`src/rtl/hs_rx_responder_if.sv`:
```
`default_nettype none
// ============================================================================
//  Module   : hs_rx_responder_if
//  Brief    : Transmitter-side handshake and consumer-side buffer signals.
//  Revision : 1.0 - initial release
// ============================================================================
interface hs_rx_responder_if #(
  parameter int WIDTH = 32
);
  logic             req_in;
  logic [WIDTH-1:0] data_in;
  logic             ack;
  logic [WIDTH-1:0] data_out;
  logic             out_valid;
  logic             out_ready;
  logic [15:0]      xfer_cnt;
  logic             proto_err;

  modport master (
    output req_in, data_in, out_ready,
    input  ack, data_out, out_valid, xfer_cnt, proto_err
  );

  modport slave (
    input  req_in, data_in, out_ready,
    output ack, data_out, out_valid, xfer_cnt, proto_err
  );
endinterface
`default_nettype wire

```
`src/rtl/hs_rx_responder.sv`:
```
`default_nettype none
// ============================================================================
//  Module   : hs_rx_responder
//  Brief    : Four-phase request/ack receiver with one-word output buffer.
//  Revision : 1.0 - initial release
// ============================================================================
module hs_rx_responder #(
  parameter int WIDTH       = 32,
  parameter int SYNC_STAGES = 2    // must be at least 2
) (
  input  wire logic          clk,
  input  wire logic          rst,
  hs_rx_responder_if.slave   io
);

  typedef enum logic [1:0] {
    ST_IDLE = 2'd0,
    ST_HOLD = 2'd1,
    ST_ACK  = 2'd2
  } state_t;

  state_t             r_state;
  logic [SYNC_STAGES-1:0] r_sync;
  logic               r_ack;
  logic [WIDTH-1:0]   r_data_out;
  logic               r_out_valid;
  logic [15:0]        r_xfer_cnt;
  logic               r_proto_err;

  logic w_req_s;
  logic w_free;
  logic w_pop;
  logic w_capture;

  assign w_req_s = r_sync[SYNC_STAGES-1];
  assign w_pop   = r_out_valid && io.out_ready;
  // A pop in the same cycle frees the slot for an incoming word.
  assign w_free  = !r_out_valid || io.out_ready;
  assign w_capture = w_req_s && w_free &&
                     ((r_state == ST_IDLE) || (r_state == ST_HOLD));

  always_ff @(posedge clk) begin
    if (rst) begin
      r_sync      <= '0;
      r_state     <= ST_IDLE;
      r_ack       <= 1'b0;
      r_data_out  <= '0;
      r_out_valid <= 1'b0;
      r_xfer_cnt  <= 16'h0000;
      r_proto_err <= 1'b0;
    end else begin
      r_sync <= {r_sync[SYNC_STAGES-2:0], io.req_in};

      if (w_pop) begin
        r_out_valid <= 1'b0;
      end
      if (w_capture) begin
        r_data_out  <= io.data_in;
        r_out_valid <= 1'b1;
        r_xfer_cnt  <= r_xfer_cnt + 16'h0001;
      end

      case (r_state)
        ST_IDLE: begin
          if (w_req_s) begin
            if (w_free) begin
              r_state <= ST_ACK;
              r_ack   <= 1'b1;
            end else begin
              r_state <= ST_HOLD;
            end
          end
        end
        ST_HOLD: begin
          // Withdrawal wins over a buffer that frees in the same cycle.
          if (!w_req_s) begin
            r_state     <= ST_IDLE;
            r_proto_err <= 1'b1;
          end else if (w_free) begin
            r_state <= ST_ACK;
            r_ack   <= 1'b1;
          end
        end
        ST_ACK: begin
          if (!w_req_s) begin
            r_state <= ST_IDLE;
            r_ack   <= 1'b0;
          end
        end
        default: begin
          r_state <= ST_IDLE;
          r_ack   <= 1'b0;
        end
      endcase
    end
  end

  assign io.ack       = r_ack;
  assign io.data_out  = r_data_out;
  assign io.out_valid = r_out_valid;
  assign io.xfer_cnt  = r_xfer_cnt;
  assign io.proto_err = r_proto_err;

endmodule
`default_nettype wire
```
`src/flat_wrapper.sv`:
```
// flat-port wrapper written by rule: the top's interface ports become plain ports
module hs_rx_responder_flat 
#(
  parameter int WIDTH       = 32,
  parameter int SYNC_STAGES = 2                         
)
  (clk, rst, io_req_in, io_data_in, io_out_ready, io_ack, io_data_out, io_out_valid, io_xfer_cnt, io_proto_err);
  hs_rx_responder_if #(.WIDTH(WIDTH)) io_i ();
  input  wire logic clk;
  input  wire logic rst;
  input wire logic [$bits(io_i.req_in)-1:0] io_req_in;
  input wire logic [$bits(io_i.data_in)-1:0] io_data_in;
  input wire logic [$bits(io_i.out_ready)-1:0] io_out_ready;
  output wire logic [$bits(io_i.ack)-1:0] io_ack;
  output wire logic [$bits(io_i.data_out)-1:0] io_data_out;
  output wire logic [$bits(io_i.out_valid)-1:0] io_out_valid;
  output wire logic [$bits(io_i.xfer_cnt)-1:0] io_xfer_cnt;
  output wire logic [$bits(io_i.proto_err)-1:0] io_proto_err;
  assign io_i.req_in = io_req_in;
  assign io_i.data_in = io_data_in;
  assign io_i.out_ready = io_out_ready;
  assign io_ack = io_i.ack;
  assign io_data_out = io_i.data_out;
  assign io_out_valid = io_i.out_valid;
  assign io_xfer_cnt = io_i.xfer_cnt;
  assign io_proto_err = io_i.proto_err;
  hs_rx_responder #(.WIDTH(WIDTH), .SYNC_STAGES(SYNC_STAGES)) u_core (.clk(clk), .rst(rst), .io(io_i));
endmodule
```
`config.mk`:
```
export PLATFORM = sky130hd
export DESIGN_NAME = hs_rx_responder_flat
export DESIGN_NICKNAME = d
export VERILOG_FILES = /design/src/rtl/hs_rx_responder_if.sv /design/src/rtl/hs_rx_responder.sv /design/src/flat_wrapper.sv
export SDC_FILE = /design/constraint.sdc
export NUM_CORES = 1
export LEC_CHECK = 0
export ABC_CLOCK_PERIOD_IN_PS = 1450
export CORE_ASPECT_RATIO = 0.7
export CORE_MARGIN = 2
export CORE_UTILIZATION = 38
export CTS_CLUSTER_SIZE = 30
export DETAILED_ROUTE_END_ITERATION = 8
export PLACE_DENSITY = 0.77
export SETUP_SLACK_MARGIN = 0.05
export SLEW_MARGIN = 15
export SYNTH_ARGS = -nofsm -noshare
export SYNTH_HDL_FRONTEND = slang
export SYNTH_SLANG_ARGS = --single-unit
```
`constraint.sdc`:
```
create_clock -name clk -period 1.45 [get_ports clk]
set_input_delay 0.3625 -clock clk [delete_from_list [all_inputs] [get_ports clk]]
set_output_delay 0.3625 -clock clk [all_outputs]
set_load 0.005 [all_outputs]
```
==> out/metrics.cfg, run 1 <==
[run_status]
run_status=finished with violations
failed_checks=setup timing

[placed_design]
detailedPlace.worstSlack_ps=-576
finalWeightedCongestion=0.785
hpwl_mm=3.77
placement.io_buffers=86

[floorplanning]
die_area_sq_mm=0.00602
std_cell_rows=22
die_width_um=91.9
initial_utilization_pct=39.3
num_io_pins=87
fp.dieH_um=65.5
core_area_sq_mm=0.00523

[route]
dr.first_iter.drc_count=53
wl_per_cell_um=13.4
detail_route.first_pass.iterations=4
drc=0
num_vias=2163
detail_route.vias_per_cell=4.84
route.antenna.remaining_nets=0
routed_wl_mm=5.99

[global_routing]
residual_overflow_from_global_routing=0
maximum_number_of_pins_on_one_net_before_global_route_repair=26
grt_first_pass_wirelength_mm=9.36
grt_antenna_before_repair=0
vias_in_the_first_global_route=2003
track_usage_pct=19.7

[power_and_ir_drop]
power.leakage_nw=1.53
peakVddDrop_v=0.000472
powerDensity_mw_per_mm2=742
p_total_mw=2.67

[yosys]
synth_edf_count=0
netlist-cell-type-count=31
post_synth_instance_area_sq_mm=0.00206
synth_flop_cell=dfxtp_1
synth_fp_nets=284
ys.warnings.count=0
synth-async-reset-ratio_pct=0
synthesis.area_per_instance_sq_um=8.32
ys_ff_latch=55
syn-instance-count=247
synth_sequential_area_ratio_pct=53.6

[sta]
timing.fmax_ghz=0.617
fin_crit_ps=1620
rsz0062_at_grt=true
final.setup_skew_ps=6.71
slew_viol_final=0
worst_slack_ps=-171
max_slew.worst_pin.slew_ps=341
timing.setup.tns_ps=-911
setup-violations-final=9
min_period_over_period_pct=112
final.hold.worst_slack_ps=433
timing.slew.headroom_pct=77.3
hold_viol=0

[worst_setup_path]
path_depth=6
cp_slowest_stage_delay_ps=380
timing.critical_path.cells=ha_4 -> nand3_2 -> nand4b_1 -> buf_4 -> or3_1 -> a21oi_2
crit_arrival_ps=1850
crit_path_end_kind=flop
cp_num_buf_inv=1
worstRegToRegCells=6
crit_path_start_kind=flop
critPathTopFamily=simple AND/OR/NAND/NOR gates
criticalPathCategory=reg2reg
critPathMaxFanout=4
cpMaxStageDelayCell=dfxtp_4
cp.required_ps=1680

[clock_tree]
tritoncts=done
cts.hold.buffers_added=0
clock_root_buffer=clkbuf_8
tritoncts_num_sinks=55
ctsHtreeMaxLevel=2
cts.path.max_buffers=2
worst_skew_late_latency_ps=300
clk_slew_on_worst_s_h_paths_ps=90
numCtsBuffers=5

[job]
cap_viol_max_count=0

[final_layout]
num-nets-final=411
antennaDiodeCount=0
fillCellCount=443
drive_gt1_share_pct=30.1
multiInputGateArea_sq_mm=0.00102
area.sequential_sq_mm=0.00116
area_delta_synth_final_pct=75.0

[hold_path]
holdPathStages=2
type_of_the_worst_min_delay_path=in2reg

## routing by layer
metal	global-route usage [%]	vias to the layer above	share of wire [%]
li1	-	1085	-
met4	6.16	0	0.98
met2	34.8	63	49
met3	4.36	5	5.5
met5	0	-	0
met1	24.2	1010	44
## sequential cells by signal, summed over array words and instances (netlist names)
name and count:
u_core.io.out_valid 1, u_core.io.proto_err 1, u_core.io.data_out 32, u_core.r_sync 2
u_core.io.ack 1, u_core.io.xfer_cnt 16, u_core.r_state 2
## what timing repair did
item | 4_1_cts | 5_1_grt
gates resized for setup | 99 | 25
endpoints found under the setup margin | 92 | 50
setup buffers | 18 | 5
pin swaps | 11 | 5
cloned | 0 | 2
## synthesized netlist by cell type (all sizes together) (2+ instances only)
| master | instances | area [sq um] |
|---|---|---|
| a21oi | 43 | 215 |
| and3 | 2 | 13.8 |
| buf | 6 | 30.0 |
| clkbuf | 7 | 26.3 |
| dfxtp | 55 | 1100 |
| inv | 3 | 11.3 |
| nand2 | 71 | 267 |
| nand2b | 2 | 12.5 |
| nand3 | 5 | 25.0 |
| nand4 | 4 | 40.0 |
| nor2 | 12 | 45.0 |
| nor2b | 4 | 25.0 |
| nor3 | 3 | 15.0 |
| o21ai | 5 | 25.0 |
| o31ai | 3 | 22.5 |
| or3 | 5 | 32.5 |
| or4 | 3 | 22.5 |
| xnor2 | 5 | 43.8 |
| xor2 | 2 | 17.5 |
## kinds of logic after synthesis
family,Yosys count,synth area share [%]
XOR/XNOR,7,2.98
adder cells (fa/ha/maj),1,0.609
flip-flops,55,53.6
multiplexers,1,0.548
AO/OA/AOI/OAI,52,13.1
AND/OR/NAND/NOR,115,25.9
buffers and inverters,16,3.29
## worst paths after layout
| path | start | endpoint | slack, ps |
|---|---|---|---|
| hold reg to reg | u_core.r_sync[0] | u_core.r_sync[1] | 440 |
| hold / removal | rst | u_core.io.xfer_cnt[4] | 430 |
| setup / recovery | u_core.io.xfer_cnt[0] | u_core.io.xfer_cnt[8] | -170 |
| setup reg to reg | u_core.io.xfer_cnt[0] | u_core.io.xfer_cnt[8] | -170 |
## cell usage in the layout (no fill, tap or decap), drive strengths merged, types with 4 or more instances in the layout
master and count:
nand2 71, dfxtp 55, buf 46, dlygate4sd2 45, a21oi 43, clkdlybuf4s50 33, nor2 12, clkbuf 10
clkdlybuf4s15 6, nand3 5, o21ai 5, or3 5, xnor2 5, nand4 4, nor2b 4
## through the flow
stage / utilization, % / instance area [sq um] / cells
4_1_cts: 65.6 / 3430 / 441
5_1_grt: 68.8 / 3600 / 447
3_5_place_dp: 60.8 / 3180 / 415
3_3_place_gp: 60.8 / 3180 / 415
2_1_floorplan: - / 2090 / 247
6_report: 68.8 / 3600 / 447
## worst register-to-register path: cells and delay by family, from the launching register on
kind / cells / cell delay (ps)
buffers and inverters: 1 / 230
DFF: 1 / 380
adders and majority gates: 1 / 130
and+or+nand+nor: 3 / 670
AOI/OAI and AO/OA: 1 / 130
## power by group
group          internal [mW]  switching (mW)
Sequential              1.54          0.0192
Combinational          0.183           0.125
Clock                  0.340           0.464
## cell type report
| cell class | count | share of cell area [%] |
|---|---|---|
| inverter | 3 | 0.313 |
| tap | 72 | 2.50 |
| timing repair buffer | 133 | 34.4 |
| clock inverter | 1 | 0.139 |
| multi-input combinational | 176 | 28.2 |
| sequential | 55 | 32.2 |
| clock buffer | 7 | 2.12 |
Note: power is estimated with default switching activity, not from simulation.
==> run 2, diff against run 1 <==
--- a/config.mk
+++ b/config.mk
@@ -6,6 +6,7 @@
 export NUM_CORES = 1
 export LEC_CHECK = 0
 export ABC_CLOCK_PERIOD_IN_PS = 1450
+export CAP_MARGIN = 20
 export CORE_ASPECT_RATIO = 0.7
 export CORE_MARGIN = 2
 export CORE_UTILIZATION = 38
@@ -13,7 +14,7 @@
 export DETAILED_ROUTE_END_ITERATION = 8
 export PLACE_DENSITY = 0.77
 export SETUP_SLACK_MARGIN = 0.05
-export SLEW_MARGIN = 15
+export SLEW_MARGIN = 20
 export SYNTH_ARGS = -nofsm -noshare
 export SYNTH_HDL_FRONTEND = slang
 export SYNTH_SLANG_ARGS = --single-unit
==> results of run 2 <==
Final layout, timing and power as in run 1 (identical DEF).
